File: src/rtl/rom_disp_pkg.sv
// Shared constants and types for the ROM / 7-segment display path.
package rom_disp_pkg;
  localparam int ADDR_WIDTH_DEFAULT = 4;
  localparam int DEBOUNCE_DEFAULT   = 500000;

  typedef enum logic {
    DIR_DOWN = 1'b0,
    DIR_UP   = 1'b1
  } dir_e;
endpackage

File: src/rtl/btn_debounce.sv
// Button conditioner: 2-flop synchroniser, stable-count debouncer, and a
// registered one-clock pulse on each debounced press (0->1 only).
module btn_debounce #(
  parameter int DEBOUNCE_CYCLES = 500000
) (
  input  logic clk,
  input  logic clr,
  input  logic btn,
  output logic pulse
);
  localparam int CW = $clog2(DEBOUNCE_CYCLES + 1);

  if (DEBOUNCE_CYCLES < 1) begin : g_bad_db
    $error("btn_debounce: DEBOUNCE_CYCLES must be >= 1");
  end

  logic          s1, s2;
  logic          level, level_q;
  logic [CW-1:0] cnt;

  always_ff @(posedge clk or posedge clr) begin
    if (clr) begin
      s1      <= 1'b0;
      s2      <= 1'b0;
      level   <= 1'b0;
      level_q <= 1'b0;
      cnt     <= '0;
      pulse   <= 1'b0;
    end else begin
      s1      <= btn;
      s2      <= s1;
      level_q <= level;
      pulse   <= level & ~level_q;
      // Any clock where the synchronised input agrees restarts the count.
      if (s2 == level)
        cnt <= '0;
      else if (cnt == CW'(DEBOUNCE_CYCLES - 1)) begin
        level <= s2;
        cnt   <= '0;
      end else
        cnt <= cnt + 1'b1;
    end
  end
endmodule

File: src/rtl/rom_addr_stepper.sv
// ROM address stepper: debounced button steps q up/down modulo MODULUS, with
// wrap or saturate, clamped parallel load and a wrap pulse. Optional auto-step
// enabled by ROM_ADDR_STEPPER_AUTO_STEP_EN.
module rom_addr_stepper
  import rom_disp_pkg::*;
#(
  parameter int WIDTH           = ADDR_WIDTH_DEFAULT,
  parameter int MODULUS         = 16,
  parameter int DEBOUNCE_CYCLES = DEBOUNCE_DEFAULT,
`ifdef ROM_ADDR_STEPPER_AUTO_STEP_EN
  parameter int AUTO_PERIOD     = 50000000,
`endif
  parameter int WRAP            = 1
) (
  input  logic             clk,
  input  logic             clr,
  input  logic             step_btn,
  input  logic             dir,
  input  logic             load,
  input  logic [WIDTH-1:0] load_val,
`ifdef ROM_ADDR_STEPPER_AUTO_STEP_EN
  input  logic             auto,
`endif
  output logic [WIDTH-1:0] q,
  output logic             at_start,
  output logic             wrap
);
  if (MODULUS < 2 || MODULUS > (1 << WIDTH)) begin : g_bad_mod
    $error("rom_addr_stepper: MODULUS must be in 2..2**WIDTH");
  end

  localparam logic [WIDTH-1:0] MAX = WIDTH'(MODULUS - 1);

  logic             btn_step, step;
  logic [WIDTH-1:0] q_n, load_c;
  logic             at_start_n, wrap_n;
  dir_e             d;

  btn_debounce #(.DEBOUNCE_CYCLES(DEBOUNCE_CYCLES)) u_db (
    .clk  (clk),
    .clr  (clr),
    .btn  (step_btn),
    .pulse(btn_step)
  );

`ifdef ROM_ADDR_STEPPER_AUTO_STEP_EN
  localparam int PW = $clog2(AUTO_PERIOD + 1);
  logic [PW-1:0] pcnt;
  logic          tick;

  always_ff @(posedge clk or posedge clr) begin
    if (clr)
      pcnt <= '0;
    else if (!auto || pcnt == PW'(AUTO_PERIOD - 1))
      pcnt <= '0;
    else
      pcnt <= pcnt + 1'b1;
  end

  assign tick = auto && (pcnt == PW'(AUTO_PERIOD - 1));
  // Button presses are ignored entirely while auto-stepping.
  assign step = auto ? tick : btn_step;
`else
  assign step = btn_step;
`endif

  assign d      = dir_e'(dir);
  assign load_c = ({1'b0, load_val} >= (WIDTH+1)'(MODULUS)) ? MAX : load_val;

  always_comb begin
    q_n        = q;
    at_start_n = at_start;
    wrap_n     = 1'b0;
    if (load) begin
      q_n        = load_c;
      at_start_n = 1'b0;
    end else if (step) begin
      // A saturated hold still counts as an accepted step.
      at_start_n = 1'b0;
      if (d == DIR_UP) begin
        if (q < MAX)
          q_n = q + 1'b1;
        else if (WRAP != 0) begin
          q_n    = '0;
          wrap_n = 1'b1;
        end
      end else begin
        if (q != '0)
          q_n = q - 1'b1;
        else if (WRAP != 0) begin
          q_n    = MAX;
          wrap_n = 1'b1;
        end
      end
    end
  end

  always_ff @(posedge clk or posedge clr) begin
    if (clr) begin
      q        <= '0;
      at_start <= 1'b1;
      wrap     <= 1'b0;
    end else begin
      q        <= q_n;
      at_start <= at_start_n;
      wrap     <= wrap_n;
    end
  end
endmodule

File: config.mk
export PLATFORM = sky130hd
export DESIGN_NAME = rom_addr_stepper
export DESIGN_NICKNAME = d
export VERILOG_FILES = /design/src/rtl/rom_disp_pkg.sv /design/src/rtl/btn_debounce.sv /design/src/rtl/rom_addr_stepper.sv
export SDC_FILE = /design/constraint.sdc
export NUM_CORES = 1
export LEC_CHECK = 0
export ABC_CLOCK_PERIOD_IN_PS = 2300
export BUFFER_PORTS_ARGS = -buffer_cell sky130_fd_sc_hd__buf_2
export CORE_MARGIN = 5
export CORE_UTILIZATION = 35
export DETAILED_ROUTE_END_ITERATION = 10
export PLACE_DENSITY = 0.55
export SLEW_MARGIN = 20
export SYNTH_ARGS = -nofsm -noshare
export SYNTH_HDL_FRONTEND = slang
export SYNTH_HIERARCHICAL = 1
export SYNTH_SLANG_ARGS = --single-unit
File: constraint.sdc
create_clock -name clk -period 2.3 [get_ports clk]
set_input_delay 0 -clock clk [delete_from_list [all_inputs] [get_ports clk]]
set_output_delay 0 -clock clk [all_outputs]
set_load 0.01 [all_outputs]
==> impl_metrics.ini, run 1 <==
[run_status]
status = completed

[clock_tree]
hold_buffers = 7
cts-resized-gates = 0
clk_path_buf_depth = 2
htreeDepth = 2
clk_latency_ns = 0.28
clock-sinks = 30
post-cts-setup-buffers = 0
cts-root-buf = clkbuf_8
cts_buffers = 5
cts.reportedPaths.clkPinSlew_ns = 0.06
cts_tree = built

[power_and_ir_drop]
pwr-share-comb_pct = 8.4
swShare_pct = 23.5
internal_power_mw = 0.823
switching_power_mw = 0.252
power_density_nw_per_um2 = 599
vdd_ir_drop_max_v = 0.000266
finalPower_mw = 1.08
p_seq_share_pct = 52.0
p_leak_nw = 0.789
pwr-share-clk_pct = 39.6

[place]
placed_cell_area_um2 = 1630
post-dp-hpwl_um = 2180
place_worst_setup_slack_ns = 0.397
portBuffers = 14
gp_congestion = 0.882

[final_layout]
top_regs = u_db/cnt x19, q x4
antennaDiodeCount = 0
top_register = u_db/cnt
area.growth.synth_to_final_pct = 16.0
fillers = 437
final_layout_size_suffix_gt1_share_pct = 15.9
fin_nets = 187
largest_reg_flops = 19
finalInstanceArea_um2 = 1800

[global_routing]
grt_pass1_vias = 1235
grt_max_degree = 25
antenna_found_initial = 0
grt_overflow_total = 0
grt_pass1_wl_um = 5460
grtUsageTotal_pct = 11.4

[synth]
synth_seq_area_share_pct = 48.6
ys_types = 42
synth-edff-count = 0
synth_cells = 153
synth_area_um2 = 1550
synth_nets = 165
async_flop_share_pct = 100
ys_seq_elements = 30
ys.warnings.count = 6
ys.flop_type = dfrtp_1
syn_area_per_cell_um2 = 10.1

[detailed_routing]
drt-vias-per-instance = 5.20
vias = 1186
routed_wl_um = 3130
wire_per_inst_um = 13.7
post-route-drc-count = 0
drtIter0Drc = 49
drt.antenna.violating_nets = 0
dr.pass1.iters = 4

[sta]
worst_pin_slew_ns = 0.919
rsz0062_at_grt = no
fin_worst_skew_ns = 0.00743
setup_ws_ns = 0.400
finalCriticalPeriod_ns = 1.90
hold_ws_ns = 0.193
hold_viol_final = 0
final_max_slew_viol_count = 0
max_freq_mhz = 526
setup_viol = 0
slew_headroom_pct = 38.7
post-route-period-util_pct = 82.6
finalSetupTns_ns = 0

[floorplan]
ioPinCount = 15
die_w_um = 76.5
core_area_um2 = 4320
initial_utilization_pct = 35.8
rows = 24
die_y_um = 76.5
die_area_um2 = 5850

[setup_path]
crit_arrival_ns = 2.04
crit_type = reg -> reg
slowest_delay_ns = 0.54
cp_slowest_cell = or4_4
setup.worst_path.end_class = register
start_kind = register
path_cells = or4_4 > nor3_2 > a21bo_1 > nor2_1
worstPathMaxFanout = 17
cp.required_ns = 2.44

[run]
maxCapViolations = 0

[min_path]
hp-class = in -> async
-- path summary, 6_finish.rpt --
| kind | from | cells after the start | slack [ns] | endpoint |
|---|---|---|---|---|
| max in group asynchronous | clr | 3 | 1.24 | u_db/cnt[8]$_DFF_PP0_ |
| min in group clk | dir | 3 | 0.22 | q[3]$_DFFE_PP0P_ |
| min | clr | 3 | 0.19 | q[1]$_DFFE_PP0P_ |
| max reg2reg | u_db/cnt[11]$_DFF_PP0_ | 4 | 0.40 | u_db/cnt[8]$_DFF_PP0_ |
| min reg2reg | u_db/s1$_DFF_PP0_ | 0 | 0.35 | u_db/s2$_DFF_PP0_ |
| max | u_db/cnt[11]$_DFF_PP0_ | 4 | 0.40 | u_db/cnt[8]$_DFF_PP0_ |
-- stage by stage --
stage	utilization [%]	cells
after floorplan	-	153
after global placement	37.8	213
after detailed placement	37.8	213
after CTS	41.5	228
after global routing	41.5	228
final	41.5	228
-- per-layer routing --
layer | GRT usage [%] | wire length, µm | vias to the layer above
met5 | 0 | 0 | -
met4 | 6.82 | 59 | 0
met3 | 3.90 | 164 | 6
met2 | 17.8 | 1520 | 24
met1 | 13.5 | 1380 | 576
li1 | - | - | 580
-- area by class of cell --
| class | instances | area (µm²) | share of cell area (%) |
|---|---|---|---|
| inverter | 5 | 18.8 | 1.05 |
| clock buffer | 7 | 86.3 | 4.81 |
| clock inverter | 1 | 5.00 | 0.279 |
| sequential | 30 | 752 | 41.9 |
| tap | 52 | 65.1 | 3.62 |
| multi-input combinational | 112 | 728 | 40.6 |
| timing repair buffer | 21 | 140 | 7.80 |
-- critical path, delay by kind of cell (launching register included) --
| family | cells | cell delay (ns) |
|---|---|---|
| AO/OA/AOI/OAI | 1 | 0.48 |
| flip-flops | 1 | 0.42 |
| AND/OR/NAND/NOR | 3 | 0.86 |
-- synthesized netlist by cell type (2+ instances only) --
cell type	number	area, µm²
dfrtp_1	29	726
nor2_1	18	67.6
nand2_1	10	37.5
xor2_1	9	78.8
a21oi_1	8	40.0
nand3_1	8	40.0
xnor2_1	8	70.1
o21ai_0	7	35.0
inv_1	5	18.8
and3_1	4	25.0
nand4_1	4	25.0
ha_1	3	37.5
nor3_1	3	15.0
o31ai_1	3	22.5
and4_1	2	17.5
clkbuf_1	2	7.51
nand4b_1	2	17.5
nor2b_1	2	12.5
nor4_1	2	12.5
or4b_1	2	20.0
-- power by group through the flow --
| stage | Sequential (mW) | Combinational (mW) | Clock [mW] |
|---|---|---|---|
| after global placement | 0.567 | 0.0782 | 0 |
| after global routing | 0.561 | 0.104 | 0.470 |
| after floorplan | 0.565 | 0.0619 | 0 |
| final | 0.559 | 0.0900 | 0.426 |
| after detailed placement | 0.569 | 0.0819 | 0 |
| after CTS | 0.559 | 0.0917 | 0.448 |
-- cell usage in the layout, fill, tap and decap left out, types with 3 or more instances in the layout --
cell type / count
a21oi_1: 8
and3_1: 4
buf_2: 14
clkbuf_8: 6
dfrtp_1: 29
dlygate4sd3_1: 7
ha_1: 3
inv_1: 5
nand2_1: 10
nand3_1: 8
nand4_1: 4
nor2_1: 18
nor3_1: 3
o21ai_0: 7
o31ai_1: 3
xnor2_1: 8
xor2_1: 9
-- cells by family after synthesis --
family                     Yosys count  share of synthesized area, %
and+or+nand+nor                     66                          23.8
DFF                                 30                          48.6
AOI/OAI and AO/OA                   25                          10.2
xor gates and xnor gates            17                          9.62
buffers and inverters               11                          4.37
adders and majority gates            3                          2.43
muxes                                1                         0.970
No activity file was read; power rests on OpenSTA's default activity.
==> run 2, diff against run 1 <==
- ABC_CLOCK_PERIOD_IN_PS: 2300 -> 1900
- clock period: 2.3 -> 1.9 ns (I/O delays scaled with it)
==> impl_metrics.ini, run 2 (synthesis results as in run 1) <==
[final_layout]
largest_reg_flops = 19
top_register = u_db/cnt
fin_nets = 192
final_common_cell = dfrtp_1
top_regs = u_db/cnt x19, q x4
area.growth.synth_to_final_pct = 18.4
antennaDiodeCount = 0
finalInstanceArea_um2 = 1830
final_cell_mix = dfrtp_1 (29), nor2_1 (18), buf_2 (14)
final_layout_size_suffix_gt1_share_pct = 18.2
fillers = 437

[setup_path]
crit_type = reg -> reg
cp.required_ns = 2.10
path_cells = ha_1 > nand3_1 > nor2_1 > or4b_1 > a21oi_1
worstPathMaxFanout = 4
crit_arrival_ns = 1.95
cp_slowest_cell = or4b_1
setup.worst_path.end_class = register
slowest_delay_ns = 0.47
start_kind = register
critPathTopFamily = simple AND/OR/NAND/NOR gates
crit_buf_inv = 0

[sta]
max_freq_mhz = 570
final_max_slew_viol_count = 0
post-route-period-util_pct = 92.3
finalSetupTns_ns = 0
hold_ws_ns = 0.165
slew_headroom_pct = 78.1
fin_worst_skew_ns = 0.00665
rsz0062_at_grt = no
worst_pin_slew_ns = 0.326
finalCriticalPeriod_ns = 1.75
hold_viol_final = 0
setup_viol = 0
setup_ws_ns = 0.147

[floorplan]
ioPinCount = 15
die_y_um = 76.5
initial_utilization_pct = 35.8
die_w_um = 76.5
die_area_um2 = 5850
core_area_um2 = 4320
rows = 24

[power_and_ir_drop]
vdd_ir_drop_max_v = 0.000369
p_leak_nw = 0.813
finalPower_mw = 1.31
power_density_nw_per_um2 = 714

[global_routing]
grtUsageTotal_pct = 12.0
grt_pass1_wl_um = 5710
grt_overflow_total = 0
antenna_found_initial = 0
grt_max_degree = 25
grt_pass1_vias = 1302

[run_status]
status = completed

[place]
gp_congestion = 0.869
placed_cell_area_um2 = 1670
portBuffers = 14
place_worst_setup_slack_ns = 0.177
post-dp-hpwl_um = 2430

[clock_tree]
clk_path_buf_depth = 2
cts.reportedPaths.clkPinSlew_ns = 0.06
hold_buffers = 7
clk_latency_ns = 0.28
cts-root-buf = clkbuf_8
cts_tree = built
htreeDepth = 2
cts_buffers = 5
clock-sinks = 30
post-cts-setup-buffers = 0
cts-resized-gates = 0

[detailed_routing]
routed_wl_um = 3310
drtIter0Drc = 53
drt.antenna.violating_nets = 0
wire_per_inst_um = 14.2
drt-vias-per-instance = 5.27
dr.pass1.iters = 4
vias = 1228
post-route-drc-count = 0

[run]
maxCapViolations = 0

[min_path]
hp-class = in -> reg
[run 2: cell types whose count changed in the layout (fill, tap and decap cells not counted), sizes merged]
cell | previous run | this run
buf | 14 | 19
[run 2: worst paths after layout]
kind                                        from                     end  slack [ns]  cells past startpoint
setup / recovery           u_db/cnt[0]$_DFF_PP0_  u_db/cnt[18]$_DFF_PP0_        0.15                      5
hold reg to reg                u_db/s1$_DFF_PP0_       u_db/s2$_DFF_PP0_        0.35                      0
setup reg to reg           u_db/cnt[0]$_DFF_PP0_  u_db/cnt[18]$_DFF_PP0_        0.15                      5
hold / removal                               dir        q[3]$_DFFE_PP0P_        0.16                      3
min in group asynchronous                    clr        q[1]$_DFFE_PP0P_        0.20                      3
max in group asynchronous                    clr  u_db/cnt[10]$_DFF_PP0_        1.34                      4
[run 2: metal layers]
metal	track usage, %	share of wire, %	vias up
met5	0	0	-
li1	-	-	590
met3	4.02	4.0	6
met1	14.2	46	609
met2	19.3	49	23
met4	5.59	1.1	0
[run 2: worst register-to-register path, delay by kind of cell, from the launching register on]
kind | cells | cell delay [ns]
AO/OA/AOI/OAI | 1 | 0.16
adder cells (fa/ha/maj) | 1 | 0.24
flip-flops | 1 | 0.39
AND/OR/NAND/NOR | 3 | 0.88
[run 2: metrics by stage]
stage | cells | util (%)
2_1_floorplan | 153 | -
3_3_place_gp | 218 | 38.7
3_5_place_dp | 218 | 38.7
4_1_cts | 233 | 42.4
5_1_grt | 233 | 42.4
6_report | 233 | 42.4
[run 2: final cells by class]
cell class                 instances  area [µm²]  area share, %
tap                               52        65.1           3.55
sequential                        30         752           41.0
clock buffer                       7        86.3           4.71
clock inverter                     1        5.00          0.273
timing repair buffer              26         178           9.69
multi-input combinational        112         728           39.7
inverter                           5        18.8           1.02
[run 2: power by group]
group	internal [mW]	switching, mW	leakage [nW]
combinational	0.0552	0.0587	0.364
sequential	0.654	0.0236	0.400
clock	0.291	0.226	0.0482
==> run 3, diff against run 2 <==
- ABC_AREA: not set -> 1
==> impl_metrics.ini, run 3 <==
[final_layout]
fin_util_pct = 42.4
fillers = 487
largest_reg_flops = 19
final_layout_size_suffix_gt1_share_pct = 21.7
fin_nets = 253
top_register = u_db/cnt
area.growth.synth_to_final_pct = 17.9
top_regs = u_db/cnt x19, q x4
finalInstanceArea_um2 = 2000
antennaDiodeCount = 0
final_common_cell = nor2_1
multi_input_area_um2 = 830
ff_latch_area_um2 = 752
final_cells = 307
final_cell_mix = nor2_1 (40), nand2_1 (38), dfrtp_1 (29)

[setup_path]
setup.worst_path.end_class = register
rr_worst_depth = 8
crit_arrival_ns = 1.58
path_cells = ha_1 > nand2_2 > nor2_2 > nand2_4 > nor2_2 > nand3_1 > nand3_1 > nor2_1
crit_type = reg -> reg
worstPathMaxFanout = 4
cp_slowest_cell = dfrtp_1
start_kind = register
cp.required_ns = 2.06
reg2reg_to = u_db/cnt[18]$_DFF_PP0_
slowest_delay_ns = 0.37
reg2reg_from = u_db/cnt[0]$_DFF_PP0_
reg2reg_slack_ns = 0.48

[place]
gp_congestion = 0.789
portBuffers = 14
place_worst_setup_slack_ns = 0.486
placed_cell_area_um2 = 1860
post-dp-hpwl_um = 2640
dp.cells = 295

[clock_tree]
clock-sinks = 30
clk_path_buf_depth = 2
cts_tree = built
clk_latency_ns = 0.27
htreeDepth = 2
cts_buffers = 5
cts.reportedPaths.clkPinSlew_ns = 0.06
cts-root-buf = clkbuf_8
cts-resized-gates = 0

[detailed_routing]
wire_per_inst_um = 11.4
drt.antenna.violating_nets = 0
routed_wl_um = 3490
dr.pass1.iters = 4
drt-vias-per-instance = 4.46
drtIter0Drc = 63
post-route-drc-count = 0
vias = 1368

[synth]
ys_types = 28
yosysTopAreaCell = dfrtp_1
synth_most_common_cell = nor2_1
synthTopCellsByCount = nor2_1 (40), nand2_1 (38), dfrtp_1 (29)
ys.warnings.count = 6
synth_nets = 225
ys_seq_elements = 30
synth_area_leaders = dfrtp_1 (43%), nor2_1 (8.8%), nand2_1 (8.4%), inv_1 (5.5%), nand3_1 (5.0%)
syn_area_per_cell_um2 = 7.97
ys.flop_type = dfrtp_1
synth_area_um2 = 1700
async_flop_share_pct = 100
synth_cells = 213
synth-edff-count = 0
synth_top_area_share_pct = 42.7
synth_seq_area_share_pct = 44.3

[floorplan]
die_w_um = 79.7
core_area_um2 = 4720
die_y_um = 79.7
rows = 25
ioPinCount = 15
initial_utilization_pct = 35.9
die_area_um2 = 6340

[power_and_ir_drop]
pwr-share-comb_pct = 10.0
swShare_pct = 23.9
finalPower_mw = 1.30
power_density_nw_per_um2 = 647
vdd_ir_drop_max_v = 0.000420
p_leak_nw = 0.884
internal_power_mw = 0.986
pwr-share-clk_pct = 37.9
p_seq_share_pct = 52.1
switching_power_mw = 0.310

[sta]
setup_viol = 0
worst_pin_slew_ns = 0.315
post-route-period-util_pct = 74.8
slew_headroom_pct = 79.0
hold_viol_final = 0
finalCriticalPeriod_ns = 1.42
final_max_slew_viol_count = 0
finalSetupTns_ns = 0
hold_ws_ns = 0.0225
setup_ws_ns = 0.478
rsz0062_at_grt = no
fin_worst_skew_ns = 0.00474
max_freq_mhz = 703

[global_routing]
grtUsageTotal_pct = 12.7
grt_overflow_total = 0
grt_pass1_vias = 1316
grt_pass1_wl_um = 6180
antenna_found_initial = 0
grt_max_degree = 25

[min_path]
hold_end = q[1]$_DFFE_PP0P_
worstHoldPathCells = 3
hp-class = in -> reg
worstHoldStart = load

[run]
maxCapViolations = 0

[run_status]
status = completed
run 3: cell count changes after synthesis, moves of 7 or more:
cell	previous run	this run
inv_1	5	25
nand2_1	10	38
nand2_2	0	7
nand3_1	8	17
nor2_1	18	40
o21ai_0	7	0
run 3: metal layers:
metal | GRT usage, % | share of wire, % | vias up | wire length [µm]
met1 | 17.7 | 51 | 623 | 1770
met4 | 4.12 | 0.63 | 0 | 22
met5 | 0 | 0 | - | 0
met3 | 4.29 | 4.8 | 2 | 168
met2 | 18.5 | 44 | 23 | 1530
li1 | - | - | 720 | -
run 3: worst max-delay path by stage:
stage                           from                endpoint  slack (ns)  cells past startpoint
6_report       u_db/cnt[0]$_DFF_PP0_  u_db/cnt[18]$_DFF_PP0_        0.48                      8
5_1_grt        u_db/cnt[0]$_DFF_PP0_  u_db/cnt[18]$_DFF_PP0_        0.37                      8
4_1_cts        u_db/cnt[0]$_DFF_PP0_  u_db/cnt[18]$_DFF_PP0_        0.47                      8
3_5_place_dp   u_db/cnt[0]$_DFF_PP0_  u_db/cnt[18]$_DFF_PP0_        0.49                      8
3_3_place_gp   u_db/cnt[0]$_DFF_PP0_  u_db/cnt[18]$_DFF_PP0_        0.50                      8
2_1_floorplan       q[0]$_DFFE_PP0P_        q[3]$_DFFE_PP0P_        0.63                      8
run 3: what timing repair did:
action / CTS / global route
setup buffers: 0 / 0
hold buffers: 6 / 0
endpoints found under the hold margin: 34 / 0
run 3: cell families after synthesis:
| logic type | share of synthesized area (%) |
|---|---|
| buf+inv | 6.85 |
| fa+ha+maj | 2.21 |
| simple gates | 35.4 |
| flops | 44.3 |
| xor+xnor | 5.60 |
| compound gates | 5.67 |
run 3: final cells by class:
cell class                 instances  area share, %
clock buffer                       6           4.13
inverter                          31           5.81
multi-input combinational        152           41.4
sequential                        30           37.6
tap                               67           4.19
timing repair buffer              21           6.88
run 3: power groups by stage:
stage	Clock [mW]	Combinational [mW]	Sequential [mW]
after floorplan	0	0.0779	0.686
after detailed placement	0	0.122	0.686
after global placement	0	0.121	0.686
final	0.490	0.130	0.675
after global routing	0.556	0.149	0.677
after CTS	0.517	0.132	0.674
run 3: worst max-delay path, delay by kind of cell (launching register included):
kind	cells	cell delay, ns
AND/OR/NAND/NOR	7	0.75
flip-flops	1	0.37
adder cells (fa/ha/maj)	1	0.19
